$ cat src/rtl/multi_threshold_if.sv
// multi_threshold_if: sample, configuration and result bus of multi_threshold
// Signals:
//   cntr/cntr_valid        - per-channel samples and their strobes
//   cfg_high/low/hold/load - threshold and hold-off configuration with load strobe
//   first_clr              - clears the first-arrival latch
//   detect/ch_state        - per-channel detection pulse and FSM state
//   first_valid/first_ch   - first-arrival latch
//   cfg_err                - loaded thresholds are invalid
// Modports: master drives samples/config, slave is the detector.
interface multi_threshold_if #(
    parameter int CNTR_WIDTH = 10,
    parameter int CHANNELS   = 4,
    parameter int HOLD_WIDTH = 8
);
    logic [CHANNELS*CNTR_WIDTH-1:0] cntr;
    logic [CHANNELS-1:0]            cntr_valid;
    logic [CNTR_WIDTH-1:0]          cfg_high;
    logic [CNTR_WIDTH-1:0]          cfg_low;
    logic [HOLD_WIDTH-1:0]          cfg_hold;
    logic                           cfg_load;
    logic                           first_clr;
    logic [CHANNELS-1:0]            detect;
    logic [2*CHANNELS-1:0]          ch_state;
    logic                           first_valid;
    logic [3:0]                     first_ch;
    logic                           cfg_err;
    modport master (
        output cntr, cntr_valid, cfg_high, cfg_low, cfg_hold, cfg_load, first_clr,
        input  detect, ch_state, first_valid, first_ch, cfg_err
    );
    modport slave (
        input  cntr, cntr_valid, cfg_high, cfg_low, cfg_hold, cfg_load, first_clr,
        output detect, ch_state, first_valid, first_ch, cfg_err
    );
endinterface

$ cat src/rtl/multi_threshold.sv
// multi_threshold: per-channel hysteresis threshold detector with hold-off and first-arrival latch
// Ports:
//   clk - rising-edge clock
//   rst - asynchronous active-low reset
//   bus - multi_threshold_if.slave: samples, config, detect pulses, channel states,
//         first-arrival result and cfg_err
module multi_threshold #(
    parameter int CNTR_WIDTH = 10,
    parameter int CHANNELS   = 4,
    parameter int HOLD_WIDTH = 8
) (
    input logic              clk,
    input logic              rst,
    multi_threshold_if.slave bus
);
    localparam logic [1:0] LOW = 2'b00, HIGH = 2'b01, HOLD = 2'b10;
    // Reset thresholds saturate when 800/400 do not fit the sample width
    localparam logic [CNTR_WIDTH-1:0] DEF_HIGH = CNTR_WIDTH >= 10 ? CNTR_WIDTH'(800) : {CNTR_WIDTH{1'b1}};
    localparam logic [CNTR_WIDTH-1:0] DEF_LOW  = CNTR_WIDTH >= 9  ? CNTR_WIDTH'(400) : {CNTR_WIDTH{1'b1}};

    logic [CNTR_WIDTH-1:0] high_q, low_q;
    logic [HOLD_WIDTH-1:0] hold_q;
    logic                  err_q;
    logic [1:0]            state_q [CHANNELS];
    logic [1:0]            state_d [CHANNELS];
    logic [HOLD_WIDTH-1:0] cnt_q   [CHANNELS];
    logic [HOLD_WIDTH-1:0] cnt_d   [CHANNELS];
    logic [CHANNELS-1:0]   det_q, det_d;
    logic                  fv_q;
    logic [3:0]            fc_q, fc_d;

    always_ff @(posedge clk or negedge rst) begin
        if (!rst) begin
            high_q <= DEF_HIGH;
            low_q  <= DEF_LOW;
            hold_q <= '0;
            err_q  <= 1'b0;
        end else if (bus.cfg_load) begin
            high_q <= bus.cfg_high;
            low_q  <= bus.cfg_low;
            hold_q <= bus.cfg_hold;
            err_q  <= bus.cfg_high <= bus.cfg_low;
        end
    end

    always_ff @(posedge clk or negedge rst) begin
        if (!rst) begin
            for (int i = 0; i < CHANNELS; i++) begin
                state_q[i] <= LOW;
                cnt_q[i]   <= '0;
            end
            det_q <= '0;
        end else begin
            for (int i = 0; i < CHANNELS; i++) begin
                state_q[i] <= state_d[i];
                cnt_q[i]   <= cnt_d[i];
            end
            det_q <= det_d;
        end
    end

    // A config error freezes every channel, hold counters included
    always_comb begin
        for (int i = 0; i < CHANNELS; i++) begin
            state_d[i] = state_q[i];
            cnt_d[i]   = cnt_q[i];
            det_d[i]   = 1'b0;
            if (state_q[i] == 2'b11) begin
                state_d[i] = LOW;
                cnt_d[i]   = '0;
            end else if (!err_q) begin
                case (state_q[i])
                    LOW: if (bus.cntr_valid[i] && bus.cntr[i*CNTR_WIDTH +: CNTR_WIDTH] >= high_q) begin
                        state_d[i] = HIGH;
                        det_d[i]   = 1'b1;
                    end
                    HIGH: if (bus.cntr_valid[i] && bus.cntr[i*CNTR_WIDTH +: CNTR_WIDTH] <= low_q) begin
                        state_d[i] = hold_q == '0 ? LOW : HOLD;
                        cnt_d[i]   = hold_q;
                    end
                    default: begin
                        cnt_d[i]   = cnt_q[i] <= HOLD_WIDTH'(1) ? '0 : cnt_q[i] - 1'b1;
                        state_d[i] = cnt_q[i] <= HOLD_WIDTH'(1) ? LOW : HOLD;
                    end
                endcase
            end
        end
    end

    // Lowest detecting index wins: scan downward so the last hit is the smallest
    always_comb begin
        fc_d = '0;
        for (int i = CHANNELS - 1; i >= 0; i--)
            if (det_d[i]) fc_d = 4'(i);
    end

    always_ff @(posedge clk or negedge rst) begin
        if (!rst) begin
            fv_q <= 1'b0;
            fc_q <= '0;
        end else if (|det_d && (!fv_q || bus.first_clr)) begin
            fv_q <= 1'b1;
            fc_q <= fc_d;
        end else if (bus.first_clr) begin
            fv_q <= 1'b0;
        end
    end

    always_comb begin
        bus.ch_state = '0;
        for (int i = 0; i < CHANNELS; i++) bus.ch_state[2*i +: 2] = state_q[i];
        bus.detect      = det_q;
        bus.first_valid = fv_q;
        bus.first_ch    = fc_q;
        bus.cfg_err     = err_q;
    end
endmodule
$ cat src/flat_wrapper.sv
// flat-port wrapper written by rule: the top's interface ports become plain ports
module multi_threshold_flat 
#(
    parameter int CNTR_WIDTH = 10,
    parameter int CHANNELS   = 4,
    parameter int HOLD_WIDTH = 8
)
  (clk, rst, bus_cntr, bus_cntr_valid, bus_cfg_high, bus_cfg_low, bus_cfg_hold, bus_cfg_load, bus_first_clr, bus_detect, bus_ch_state, bus_first_valid, bus_first_ch, bus_cfg_err);
  multi_threshold_if #(.CNTR_WIDTH(CNTR_WIDTH), .CHANNELS(CHANNELS), .HOLD_WIDTH(HOLD_WIDTH)) bus_i ();
  input logic clk;
  input logic rst;
  input wire logic [$bits(bus_i.cntr)-1:0] bus_cntr;
  input wire logic [$bits(bus_i.cntr_valid)-1:0] bus_cntr_valid;
  input wire logic [$bits(bus_i.cfg_high)-1:0] bus_cfg_high;
  input wire logic [$bits(bus_i.cfg_low)-1:0] bus_cfg_low;
  input wire logic [$bits(bus_i.cfg_hold)-1:0] bus_cfg_hold;
  input wire logic [$bits(bus_i.cfg_load)-1:0] bus_cfg_load;
  input wire logic [$bits(bus_i.first_clr)-1:0] bus_first_clr;
  output wire logic [$bits(bus_i.detect)-1:0] bus_detect;
  output wire logic [$bits(bus_i.ch_state)-1:0] bus_ch_state;
  output wire logic [$bits(bus_i.first_valid)-1:0] bus_first_valid;
  output wire logic [$bits(bus_i.first_ch)-1:0] bus_first_ch;
  output wire logic [$bits(bus_i.cfg_err)-1:0] bus_cfg_err;
  assign bus_i.cntr = bus_cntr;
  assign bus_i.cntr_valid = bus_cntr_valid;
  assign bus_i.cfg_high = bus_cfg_high;
  assign bus_i.cfg_low = bus_cfg_low;
  assign bus_i.cfg_hold = bus_cfg_hold;
  assign bus_i.cfg_load = bus_cfg_load;
  assign bus_i.first_clr = bus_first_clr;
  assign bus_detect = bus_i.detect;
  assign bus_ch_state = bus_i.ch_state;
  assign bus_first_valid = bus_i.first_valid;
  assign bus_first_ch = bus_i.first_ch;
  assign bus_cfg_err = bus_i.cfg_err;
  multi_threshold #(.CNTR_WIDTH(CNTR_WIDTH), .CHANNELS(CHANNELS), .HOLD_WIDTH(HOLD_WIDTH)) u_core (.clk(clk), .rst(rst), .bus(bus_i));
endmodule
$ cat config.mk
export PLATFORM = sky130hd
export DESIGN_NAME = multi_threshold_flat
export DESIGN_NICKNAME = d
export VERILOG_FILES = /design/src/rtl/multi_threshold_if.sv /design/src/rtl/multi_threshold.sv /design/src/flat_wrapper.sv
export SDC_FILE = /design/constraint.sdc
export NUM_CORES = 1
export LEC_CHECK = 0
export CORE_MARGIN = 5
export CORE_UTILIZATION = 55
export DETAILED_ROUTE_END_ITERATION = 7
export PLACE_DENSITY = 0.82
export SLEW_MARGIN = 30
export SYNTH_ARGS = -nofsm -noshare
export SYNTH_HDL_FRONTEND = slang
export SYNTH_SLANG_ARGS = --single-unit
$ cat constraint.sdc
create_clock -name clk -period 3 [get_ports clk]
set_input_delay 0.9 -clock clk [delete_from_list [all_inputs] [get_ports clk]]
set_output_delay 0.9 -clock clk [all_outputs]
set_load 0.01 [all_outputs]
# Yosys cells after proc, flatten, opt, wreduce, memory -nomap -nowiden

Cells that the tools add are included.

Logic and storage cells: 149
Bits in registers: 78
Input port bits: 76

Equality and inequality tests: 24
Order comparisons: 13
Add/subtract/negate cells: 4
Reduce and logical (&&, ||, !) cells: 26
Muxes and demuxes: 67

Operator list:

| operator              | count |
|---|---|
| $mux W8               | 16 |
| $pmux W8 S2           | 4 |
| $le A10 B10 Y1        | 5 |
| $mux W2               | 25 |
| $ge A10 B10 Y1        | 4 |
| $le A8 B1 Y1 const B  | 4 |
| $sub A8 B1 Y8 const B | 4 |
| $ne A3 B1 Y1 const B  | 8 |
| $reduce_and A3 Y1     | 8 |
| $mux W1               | 18 |
| $pmux W2 S2           | 4 |
| $logic_and A1 B1 Y1   | 9 |
| $eq A2 B1 Y1 const B  | 4 |
| $eq A2 B2 Y1 const B  | 4 |
| $logic_not A2 Y1      | 4 |
| $logic_not A8 Y1      | 1 |
| $ne A2 B1 Y1 const B  | 4 |
| $ne A2 B2 Y1 const B  | 4 |
| $reduce_or A4 Y1      | 1 |
| $reduce_bool A2 Y1    | 1 |
| $logic_not A1 Y1      | 1 |
| $logic_or A1 B1 Y1    | 1 |

# Logic depth before layout (Yosys ltp)

Gate-level depths: netlist of run 1.

Word-level depth: 10
Depth in mapped cells: 11
Gate-level depth less buffers: 9

# Worst setup path after synthesis of run 1

Ideal clock, no wire load.

Path kind: input to register
From: in bus_cntr[30]
To: reg u_core.fv_q (netlist: u_core.bus.first_valid)
Setup time: 139 ps
Cell stages on the path: 8
Required time: 2861 ps
Arrival: 2458 ps
Buffers on the path: 0
Slack: 404 ps
Path through: inv_1 ha_1 or3b_1 o2111ai_1 a21oi_1 o221ai_2 inv_2 or4_4

Word-level cells in the longest chain between the ends: 9

Ends and longest elaborated chain:

| item                                                 | line                   | source |
|---|---|---|
| from (decl)                                          | flat_wrapper.sv:12     | `input wire logic [$bits(bus_i.cntr)-1:0] bus_cntr;` |
| $ge A10 B10 Y1 *                                     | multi_threshold.sv:73  | `LOW: if (bus.cntr_valid[i] && bus.cntr[i*CNTR_WIDTH +: CNTR_WIDTH] >= high_q) begin` |
| $logic_and A1 B1 Y1 *                                | multi_threshold.sv:73  |  |
| $mux W1 *                                            | multi_threshold.sv:73  |  |
| $mux W1 *                                            | multi_threshold.sv:72  | `case (state_q[i])` |
| $mux W1 *                                            | multi_threshold.sv:71  | `end else if (!err_q) begin` |
| $mux W1 *                                            | multi_threshold.sv:68  | `if (state_q[i] == 2'b11) begin` |
| net u_core.det_d[3]                                  | multi_threshold.sv:28  | `logic [CHANNELS-1:0] det_q, det_d;` |
| $reduce_or A4 Y1 *                                   | multi_threshold.sv:101 | `end else if (\|det_d && (!fv_q \|\| bus.first_clr)) begin` |
| $logic_and A1 B1 Y1 *                                | multi_threshold.sv:101 |  |
| $mux W1 / $reduce_bool A2 Y1 (equally long branches) | -                      |  |
| to (signal assigned)                                 | multi_threshold.sv:99  | `fv_q <= 1'b0;` |
| to (signal assigned)                                 | multi_threshold.sv:102 | `fv_q <= 1'b1;` |
| to (signal assigned)                                 | multi_threshold.sv:105 | `fv_q <= 1'b0;` |
| to (decl)                                            | multi_threshold.sv:29  | `logic fv_q;` |

The timed path passes the listed nets; every way through them passes the cells marked *.
A chain may end at the register's enable or synchronous reset.

# Final worst setup path of run 1

From: in bus_cntr[25]
To: reg u_core.cnt_q[8] (netlist name)

Word-level cells in the longest chain between the ends: 4

Ends and longest elaborated chain:

| item                               | line                  | source |
|---|---|---|
| $le A10 B10 Y1                     | multi_threshold.sv:77 | `HIGH: if (bus.cntr_valid[i] && bus.cntr[i*CNTR_WIDTH +: CNTR_WIDTH] <= low_q) begin` |
| $logic_and A1 B1 Y1                | multi_threshold.sv:77 |  |
| $ne A3 B1 Y1 (no source line)      | -                     |  |
| $reduce_and A3 Y1 (no source line) | -                     |  |
| to (signal, indexed assignment)    | multi_threshold.sv:56 | `cnt_q[i] <= cnt_d[i];` |
| to (decl)                          | multi_threshold.sv:26 | `logic [HOLD_WIDTH-1:0] cnt_q [CHANNELS];` |

Every way passes these cells.

==> out/metrics.yaml, run 1 <==
outcome:
  status: "finished clean"
timing:
  finalHoldViolCount: 0
  tightestPinTransition_ps: 703
  skew_ps: 9.40
  drv_slew: 0
  period_share: 0.962
  relSlewSlack: 0.531
  setup_viol: 0
  setup_ws_ps: 113
  post-route-min-period_ps: 2890
  whs_ps: 515
  max_freq_ghz: 0.346
logic_synthesis:
  synth_cell_types: 72
  syn_area_mm2: 0.00600
  synth_area_per_cell_um2: 8.72
  syn_inst: 688
  ys_seq_elements: 76
  async_flop_share: 1.00
  synth_top_area_share: 0.292
  netlist.top_cell.by_area: "dfrtp_1"
  yosysSeqAreaShare: 0.318
  ys_top_cells_by_area: "dfrtp_1 (29%), ha_1 (20%), o21ai_0 (5.6%), a21oi_1 (4.9%), nand2_1 (3.7%)"
  yosysWarnings: 0
  synth_edf_count: 0
  synth_ff_type: "dfrtp_1"
floorplan:
  core_area_mm2: 0.0107
  fp-row-count: 38
  die_width_um: 114
  pin_count: 94
  die_h_um: 114
  start_util: 0.558
  dieArea_mm2: 0.0131
critical_path:
  cp.arrival_ps: 3140
  path_buf_inv: 2
  crit_fanout: 16
  path_cells: "clkdlybuf4s50_1 -> ha_1 -> nand4_1 -> nor4_1 -> a311oi_2 -> buf_4 -> a21o_2 -> a221oi_1 -> a21oi_1"
  cp.required_ps: 3250
  endpoint_kind: "flop"
  critPathTopFamily: "compound AO/OA/AOI/OAI gates"
  cp-start-kind: "input pin"
  critPathKind: "in2reg"
  cpPeakStageDelay_ps: 450
  slowest_stage: "clkdlybuf4s50_1"
power:
  pwr-share-comb: 0.406
  cellPowerDensity_mw_per_mm2: 554
  p_clk_frac: 0.223
  p_int_mw: 2.53
  switching_share: 0.390
  p_leak_nw: 3.39
  sequentialPowerShare: 0.371
  peakVddDrop_mv: 0.459
  switching_power_mw: 1.62
placement:
  gp_congestion: 0.986
  place_area_mm2: 0.00725
  placed_cells: 929
  dp_hpwl_um: 13400
  pre_cts_slack_ps: -324
  port_buffers: 91
routing:
  avgViaCountPerCell: 6.07
  drcViolationCount: 0
  wl_um: 17100
  dr_total_vias: 5737
  drt_iter0_drc: 467
  avgRoutedWirePerCell_um: 18.1
  ant_nets: 0
  dr.pass1.iters: 7
finish:
  n_fill_cell: 871
  areaGrowthSynthToFinish_pct: 24.9
  seqCellArea_mm2: 0.00191
  num_antenna_cells: 0
  final_cells: 945
  fin_area_mm2: 0.00749
  drive_above_1_share: 0.108
  multi_input_area_mm2: 0.00380
  final_nets: 974
global_route:
  grt_pass1_wl_um: 27900
  first_global_vias: 5784
  grt_antenna_before_repair: 0
  grt_max_degree: 77
  grt_usage: 0.267
  overflow: 0
clock_tree:
  htreeDepth: 3
  clock-sinks: 76
  post_cts_buffers: 0
  cts_tree: "built"
  ctsRootBufferMaster: "clkbuf_8"
  numCtsBuffers: 9
  cts_hold_buf: 0
  clk_path_buf_depth: 2
  cts_resized: 0
  path_clk_slew_ps: 90
  insertion_delay_ps: 360
run:
  max_cap_viol_count: 0
hold_path:
  hp-class: "reg2reg"
==> worst paths after layout <==
check	slack, ps	end	cells past startpoint	start
min	520	u_core.cnt_q[15]	2	u_core.cnt_q[15]
min in group asynchronous	550	u_core.bus.detect[1]	2	rst
min reg2reg	520	u_core.cnt_q[15]	2	u_core.cnt_q[15]
max reg2reg	460	u_core.cnt_q[8]	9	u_core.low_q[4]
max	110	u_core.cnt_q[8]	9	bus_cntr[25]
max in group asynchronous	2060	u_core.low_q[7]	2	rst
==> registers in the layout (all words and copies together) (netlist names) <==
signal / cells
u_core.bus.ch_state: 8
u_core.hold_q: 8
u_core.bus.first_valid: 1
u_core.bus.first_ch: 2
u_core.high_q: 10
u_core.cnt_q: 32
u_core.bus.cfg_err: 1
u_core.low_q: 10
u_core.bus.detect: 4
==> power groups by stage <==
stage / clock network, mW / registers [mW] / logic, mW
6_report: 0.926 / 1.54 / 1.68
5_1_grt: 0.984 / 1.57 / 1.90
4_1_cts: 0.942 / 1.53 / 1.67
3_5_place_dp: 0 / 1.55 / 1.66
3_3_place_gp: 0 / 1.54 / 1.57
2_1_floorplan: 0 / 1.47 / 1.11
==> cell usage in the layout (no fill, tap or decap), types with 4 or more instances in the layout <==
| cell type | n |
|---|---|
| o31ai_1 | 4 |
| nand2b_1 | 10 |
| a211oi_1 | 4 |
| nand3_1 | 10 |
| nand3b_1 | 4 |
| ha_1 | 98 |
| nand2_1 | 59 |
| a21oi_1 | 59 |
| nor4_1 | 4 |
| clkdlybuf4s50_1 | 90 |
| dfstp_2 | 6 |
| o21a_1 | 7 |
| a22oi_1 | 5 |
| nor2b_1 | 18 |
| mux2_2 | 9 |
| dfrtp_1 | 70 |
| o21ai_0 | 65 |
| a32oi_1 | 10 |
| a21o_1 | 13 |
| o211ai_1 | 4 |
| a221oi_1 | 5 |
| buf_4 | 32 |
| nor3_1 | 15 |
| clkbuf_8 | 10 |
| inv_1 | 51 |
| nor2_1 | 47 |
| o21ai_1 | 10 |
| nand4_1 | 14 |
==> kinds of logic after synthesis <==
family          Yosys count  synth area share
flops                    76             0.318
fa+ha+maj                98             0.204
mux                      10            0.0186
compound gates          223             0.237
simple gates            203             0.169
other cells               1          0.000625
buf+inv                  77            0.0523
==> layer usage <==
layer	wire length [um]	vias up	GRT usage
li1	-	2748	-
met1	7430	2745	0.351
met2	8210	215	0.443
met3	1080	29	0.0470
met4	374	0	0.0895
met5	0	-	0
==> through the flow <==
stage	total power [mW]	util	TNS, ps
6_report	4.15	0.697	0
5_1_grt	4.45	0.697	-19.5
4_1_cts	4.14	0.696	0
3_5_place_dp	3.20	0.674	-5090
3_3_place_gp	3.11	0.674	-4020
2_1_floorplan	2.58	-	0
==> synthesized netlist by cell type (4+ instances only) <==
cell type and n:
nor2_1 47, a211oi_1 4, o21ai_1 8, dfstp_2 6, o21a_1 7, o21ai_0 67, ha_1 98, nand3_1 10
a32oi_1 10, nand4_1 14, a21oi_1 59, inv_1 51, o31ai_1 4, clkbuf_1 13, nand2_1 59, a221oi_1 5
nor4_1 4, a22oi_1 5, o211ai_1 4, nor3_1 16, mux2_2 9, a21o_1 13, dfrtp_1 70, buf_2 5
nand3b_1 4, nand2b_1 10, nor2b_1 18
==> worst register-to-register path: cells and delay by family (launching register included) <==
| kind | cells | cell delay, ps |
|---|---|---|
| buffers and inverters | 2 | 300 |
| AO/OA/AOI/OAI | 4 | 690 |
| flip-flops | 1 | 530 |
| adder cells (fa/ha/maj) | 1 | 340 |
| AND/OR/NAND/NOR | 2 | 560 |
==> cell type report <==
class | instances | share of cell area
Timing Repair Buffer | 125 | 0.158
Clock inverter | 6 | 0.0124
Multi-Input combinational cell | 536 | 0.507
Inverter | 52 | 0.0260
Clock buffer | 10 | 0.0184
Tap cell | 140 | 0.0234
Sequential cell | 76 | 0.255
Power figures use the tool's default switching activity.
==> run 2, diff against run 1 <==
--- a/config.mk
+++ b/config.mk
@@ -5,10 +5,12 @@
 export SDC_FILE = /design/constraint.sdc
 export NUM_CORES = 1
 export LEC_CHECK = 0
+export CELL_PAD_IN_SITES_DETAIL_PLACEMENT = 1
+export CELL_PAD_IN_SITES_GLOBAL_PLACEMENT = 1
 export CORE_MARGIN = 5
-export CORE_UTILIZATION = 55
+export CORE_UTILIZATION = 42
 export DETAILED_ROUTE_END_ITERATION = 7
-export PLACE_DENSITY = 0.82
+export PLACE_DENSITY = 0.83
 export SLEW_MARGIN = 30
 export SYNTH_ARGS = -nofsm -noshare
 export SYNTH_HDL_FRONTEND = slang
==> out/metrics.yaml, run 2 (same netlist as run 1, synthesis figures left out) <==
outcome:
  status: "finished clean"
floorplan:
  die_h_um: 130  # +13%
  pin_count: 94  # unchanged
  dieArea_mm2: 0.0168  # +28%
  die_width_um: 130  # +13%
  start_util: 0.431  # -0.128
  fp-row-count: 43  # +13%
  core_area_mm2: 0.0139  # +30%
routing:
  avgRoutedWirePerCell_um: 20.4  # +13%
  dr.pass1.iters: 4  # -3
  ant_nets: 0  # unchanged
  drt_iter0_drc: 307  # -34%
  drcViolationCount: 0  # unchanged
  avgViaCountPerCell: 5.82  # -4.1%
  wl_um: 20200  # +18%
  dr_total_vias: 5767  # +0.52%
timing:
  tightestPinTransition_ps: 772  # +69.8 ps
  rsz0062_at_grt: "true"
  period_share: 0.976  # +0.0137
  relSlewSlack: 0.484  # -0.0466
  post-route-min-period_ps: 2930  # +41.0 ps
  setup_viol: 0  # unchanged
  max_freq_ghz: 0.342  # -1.4%
  drv_slew: 0  # unchanged
  finalHoldViolCount: 0  # unchanged
  skew_ps: 11.3  # +1.88 ps
clock_tree:
  path_clk_slew_ps: 60  # -30 ps
  numCtsBuffers: 9  # unchanged
  clk_path_buf_depth: 2  # unchanged
  clock-sinks: 76  # unchanged
  ctsRootBufferMaster: "clkbuf_16"
  post_cts_buffers: 0  # unchanged
  cts_tree: "built"
  htreeDepth: 3  # unchanged
  insertion_delay_ps: 350  # about the same
finish:
  multi_input_area_mm2: 0.00379  # about the same
  fin_area_mm2: 0.00762  # +1.7%
  drive_above_1_share: 0.110  # +0.00167
  reg_top3: "u_core.cnt_q: 32 flops, u_core.high_q: 10 flops, u_core.low_q: 10 flops"
  areaGrowthSynthToFinish_pct: 27.0
  final_cell_mix: "ha_1 (98), clkdlybuf4s50_1 (90), dfrtp_1 (70)"
  num_antenna_cells: 0  # unchanged
  seqCellArea_mm2: 0.00191  # unchanged
  final_nets: 980  # +0.62%
  n_fill_cell: 1640  # +88%
  top_register: "u_core.cnt_q"
  largest_register_ffs: 32  # unchanged
  final_common_cell: "ha_1"
  fin_util: 0.547  # -0.151
global_route:
  grt_usage: 0.251  # -0.0151
  overflow: 0  # unchanged
  grt_pass1_wl_um: 33100  # +18%
  first_global_vias: 6409  # +11%
  grt_max_degree: 51  # -34%
  grt_antenna_before_repair: 0  # unchanged
run:
  max_cap_viol_count: 0  # unchanged
critical_path:
  endpoint_kind: "flop"
  rr_worst_depth: 9  # unchanged
  cp.arrival_ps: 3140  # about the same
  critPathKind: "in2reg"
  cp.required_ps: 3210  # -40 ps
  cp-start-kind: "input pin"
  crit_fanout: 2  # -14
power:
  peakVddDrop_mv: 0.273  # -40%
  total_power_mw: 4.34  # +4.7%
  p_leak_nw: 3.44  # +1.3%
  cellPowerDensity_mw_per_mm2: 570  # +2.9%
hold_path:
  hp-class: "in2async"
placement:
  place_area_mm2: 0.00733  # +1.2%
  port_buffers: 91  # unchanged
  gp_congestion: 0.885  # -10%
  dp_hpwl_um: 15800  # +18%
run 2: path summary, 6_finish.rpt:
path,start,endpoint,slack (ps)
max in group asynchronous,rst,u_core.high_q[9],1810
min in group clk,u_core.cnt_q[15],u_core.cnt_q[15],510
worst max register to register,u_core.low_q[7],u_core.cnt_q[8],490
worst min register to register,u_core.cnt_q[15],u_core.cnt_q[15],510
worst min-delay path,rst,u_core.low_q[2],510
worst max-delay path,bus_cntr[30],u_core.bus.first_valid,70
run 2: final cells by class:
cell class	instances	area share
multi-input cells	536	0.498
flip-flops and latches	76	0.251
repair buffers	131	0.160
clock buffers	13	0.0328
well taps	180	0.0296
inverters	52	0.0256
clock inverters	3	0.00312
run 2: layer usage:
metal | track usage | vias up | wire length [um]
li1 | - | 2756 | -
met2 | 0.435 | 125 | 9890
met1 | 0.318 | 2847 | 9000
met5 | 0 | - | 0
met3 | 0.0519 | 39 | 807
met4 | 0.0746 | 0 | 480
run 2: critical path: stages:
cell	delay, ps
clkdlybuf4s50_1	450
inv_1	60
ha_1	280
or3b_1	370
o2111ai_1	120
a21oi_1	120
o221ai_2	240
inv_2	80
or4_4	520
run 2: timing repair:
item                                    4_1_cts  5_1_grt
resized for setup                             1        4
endpoints found under the setup margin        1       10
hold endpoints to repair                      0        0
gates cloned                                  0        0
hold buffers                                  0        0
run 2: through the flow:
step           instances  hold slack (ps)  setup WS (ps)  TNS [ps]
6_report             991              505           72.5         0
5_1_grt              991              521          -38.2     -38.2
4_1_cts              991              503           69.2         0
3_5_place_dp         975              489           -313     -5810
3_3_place_gp         975              479           -222     -3040
2_1_floorplan        689              460            404         0
run 2: report_power, final:
| group | internal, mW | switching, mW |
|---|---|---|
| combinational | 0.777 | 0.972 |
| clock | 0.588 | 0.455 |
| sequential | 1.27 | 0.281 |
| total | 2.64 | 1.71 |
==> run 3, diff against run 2 <==
--- a/config.mk
+++ b/config.mk
@@ -5,10 +5,11 @@
 export SDC_FILE = /design/constraint.sdc
 export NUM_CORES = 1
 export LEC_CHECK = 0
+export ABC_AREA = 1
 export CELL_PAD_IN_SITES_DETAIL_PLACEMENT = 1
 export CELL_PAD_IN_SITES_GLOBAL_PLACEMENT = 1
 export CORE_MARGIN = 5
-export CORE_UTILIZATION = 42
+export CORE_UTILIZATION = 41
 export DETAILED_ROUTE_END_ITERATION = 7
 export PLACE_DENSITY = 0.83
 export SLEW_MARGIN = 30
==> out/metrics.yaml, run 3 <==
routing:
  dr.pass1.iters: 4  # unchanged
  drcViolationCount: 0  # unchanged
  avgViaCountPerCell: 5.29  # -9.0%
  avgRoutedWirePerCell_um: 17.4  # -14%
  wl_um: 19400  # -3.7%
  drt_iter0_drc: 256  # -17%
  ant_nets: 0  # unchanged
  dr_total_vias: 5897  # +2.3%
finish:
  largest_register_ffs: 32  # unchanged
  areaGrowthSynthToFinish_pct: 22.7
  num_antenna_cells: 0  # unchanged
  final_common_cell: "nand2_1"
  reg_top3: "u_core.cnt_q: 32 flops, u_core.high_q: 10 flops, u_core.low_q: 10 flops"
  top_register: "u_core.cnt_q"
  final_cell_mix: "nand2_1 (208), inv_1 (104), ha_1 (98)"
  drive_above_1_share: 0.0875  # -0.0223
  fin_util: 0.509  # -0.0380
  final_nets: 1095  # +12%
clock_tree:
  cts_resized: 0  # -1
  htreeDepth: 3  # unchanged
  ctsRootBufferMaster: "clkbuf_16"
  post_cts_buffers: 0  # unchanged
  clock-sinks: 76  # unchanged
  insertion_delay_ps: 340  # about the same
  path_clk_slew_ps: 60  # about the same
  clk_path_buf_depth: 2  # unchanged
  numCtsBuffers: 9  # unchanged
  cts_hold_buf: 0  # unchanged
  cts_tree: "built"
critical_path:
  cp-start-kind: "input pin"
  crit_fanout: 11  # +9
  cp.required_ps: 3230  # +20 ps
  critPathKind: "in2reg"
  endpoint_kind: "flop"
  cp.arrival_ps: 2870  # -270 ps
logic_synthesis:
  yosysSeqAreaShare: 0.305  # -0.0130
  synthAdderAreaFrac: 0.196  # -0.00838
  synth_most_common_cell: "nand2_1"
  synth_ff_type: "dfrtp_1"
  netlist_top_cells_count: "nand2_1 (208), inv_1 (104), ha_1 (98), dfrtp_1 (70), nand3_1 (62)"
  synth_compound_gate_area_share: 0.125  # -0.112
  synth_top_family_by_area: "simple AND/OR/NAND/NOR gates"
  ys_top_cells_by_area: "dfrtp_1 (28%), ha_1 (20%), nand2_1 (12%), inv_1 (6.2%), nand3_1 (5.0%)"
  syn_inst: 823  # +20%
  syn_area_mm2: 0.00626  # +4.3%
  yosysWarnings: 0  # unchanged
  synthSimpleGateAreaFrac: 0.270  # +0.101
  synthMuxAreaShare: 0.00180  # -0.0168
  synth_xor_xnor_area_share: 0.0238  # +0.0238
  synth_edf_count: 0  # unchanged
  async_flop_share: 1.00  # unchanged
  netlist.top_cell.by_area: "dfrtp_1"
  synth_top_area_share: 0.280  # -0.0120
  synth_cell_types: 43  # -40%
  synth_area_per_cell_um2: 7.60  # -13%
  ys_seq_elements: 76  # unchanged
run:
  max_cap_viol_count: 0  # unchanged
timing:
  max_freq_ghz: 0.380  # +11%
  setup_viol: 0  # unchanged
  whs_ps: 474  # -30.9 ps
  relSlewSlack: 0.618  # +0.134
  post-route-min-period_ps: 2630  # -293 ps
  period_share: 0.878  # -0.0977
  finalHoldViolCount: 0  # unchanged
  setup_ws_ps: 366  # +293 ps
  tightestPinTransition_ps: 573  # -199 ps
  rsz0062_at_grt: "false"
  tns_ps: 0  # unchanged
  drv_slew: 0  # unchanged
  skew_ps: 7.62  # -3.66 ps
placement:
  port_buffers: 91  # unchanged
  dp_hpwl_um: 15800  # -0.45%
  pre_cts_slack_ps: 4.06  # +317 ps
  gp_congestion: 0.880  # -0.55%
power:
  cellPowerDensity_mw_per_mm2: 729  # +28%
  peakVddDrop_mv: 0.443  # +62%
  p_leak_nw: 3.91  # +14%
  total_power_mw: 5.60  # +29%
floorplan:
  core_area_mm2: 0.0151  # +8.3%
  dieArea_mm2: 0.0178  # +6.3%
  start_util: 0.415  # -0.0160
  pin_count: 94  # unchanged
  die_h_um: 134  # +3.1%
  fp-row-count: 45  # +4.7%
  die_width_um: 134  # +3.1%
global_route:
  overflow: 0  # unchanged
  grt_antenna_before_repair: 0  # unchanged
  first_global_vias: 6205  # -3.2%
  grt_max_degree: 43  # -16%
  grt_pass1_wl_um: 31700  # -4.1%
  grt_usage: 0.221  # -0.0299
hold_path:
  hp-class: "reg2reg"
outcome:
  status: "finished clean"
==> run 3: changes by cell type in the layout (fill, tap and decap cells not counted), moves of 20 or more <==
| cell | before | now |
|---|---|---|
| nand2_1 | 59 | 208 |
| inv_1 | 51 | 104 |
| buf_4 | 40 | 6 |
| a21oi_1 | 59 | 37 |
| nand3_1 | 10 | 62 |
| o22ai_1 | 1 | 21 |
| o21ai_0 | 66 | 36 |
==> run 3: worst paths after layout <==
| kind | slack (ps) | startpoint | to | cells after the start |
|---|---|---|---|---|
| hold reg to reg | 470 | u_core.cnt_q[25] | u_core.cnt_q[25] | 2 |
| setup / recovery | 370 | bus_cntr[27] | u_core.cnt_q[14] | 12 |
| hold / removal | 470 | u_core.cnt_q[25] | u_core.cnt_q[25] | 2 |
| max in group asynchronous | 1770 | rst | u_core.low_q[4] | 2 |
| setup reg to reg | 780 | u_core.low_q[7] | u_core.cnt_q[14] | 12 |
| min in group asynchronous | 560 | rst | u_core.low_q[9] | 1 |
==> run 3: kinds of logic (layout without fill, tap and decap cells) <==
logic type                 count (synthesis)  in the layout
other                                      1              2
DFF                                       76             76
xor gates and xnor gates                  17             17
buffers and inverters                    119            221
and+or+nand+nor                          380            380
muxes                                      1              1
adders and majority gates                 98             98
AOI/OAI and AO/OA                        131            131
==> run 3: critical path: stages <==
cell and delay [ps]:
clkdlybuf4s50_1 460, ha_1 350, a21oi_1 150, nor2_1 50, nor3_1 180, nand3_1 110
nand2_1 100, nand2_1 70, nand2_2 190, nand2_2 160, nand2_1 100, nand2_1 50
==> run 3: cell type report <==
| type | count | area, um2 |
|---|---|---|
| Tap cell | 188 | 235 |
| Clock inverter | 5 | 50.0 |
| Inverter | 108 | 405 |
| Fill cell | 1881 | 7410 |
| Timing Repair Buffer | 97 | 961 |
| Clock buffer | 11 | 253 |
| Multi-Input combinational cell | 629 | 3860 |
| Sequential cell | 76 | 1910 |
==> run 3: layer usage <==
| layer | vias to the layer above | GRT usage | wire length, um |
|---|---|---|---|
| met1 | 2850 | 0.298 | 9270 |
| li1 | 2925 | - | - |
| met4 | 0 | 0.0651 | 329 |
| met2 | 98 | 0.373 | 9290 |
| met3 | 24 | 0.0291 | 534 |
| met5 | - | 0 | 0 |
==> run 3: power by group <==
group / switching (mW) / total (mW) / internal (mW)
logic: 1.68 / 2.80 / 1.12
clock network: 0.446 / 1.13 / 0.684
registers: 0.357 / 1.67 / 1.31
total: 2.48 / 5.60 / 3.12
==> run 3: per-stage QoR <==
step | std cells | area, um2
global placement | 1098 | 7380
floorplan | 824 | 6260
global route | 1114 | 7680
detailed placement | 1098 | 7380
CTS | 1114 | 7680
finish | 1114 | 7680
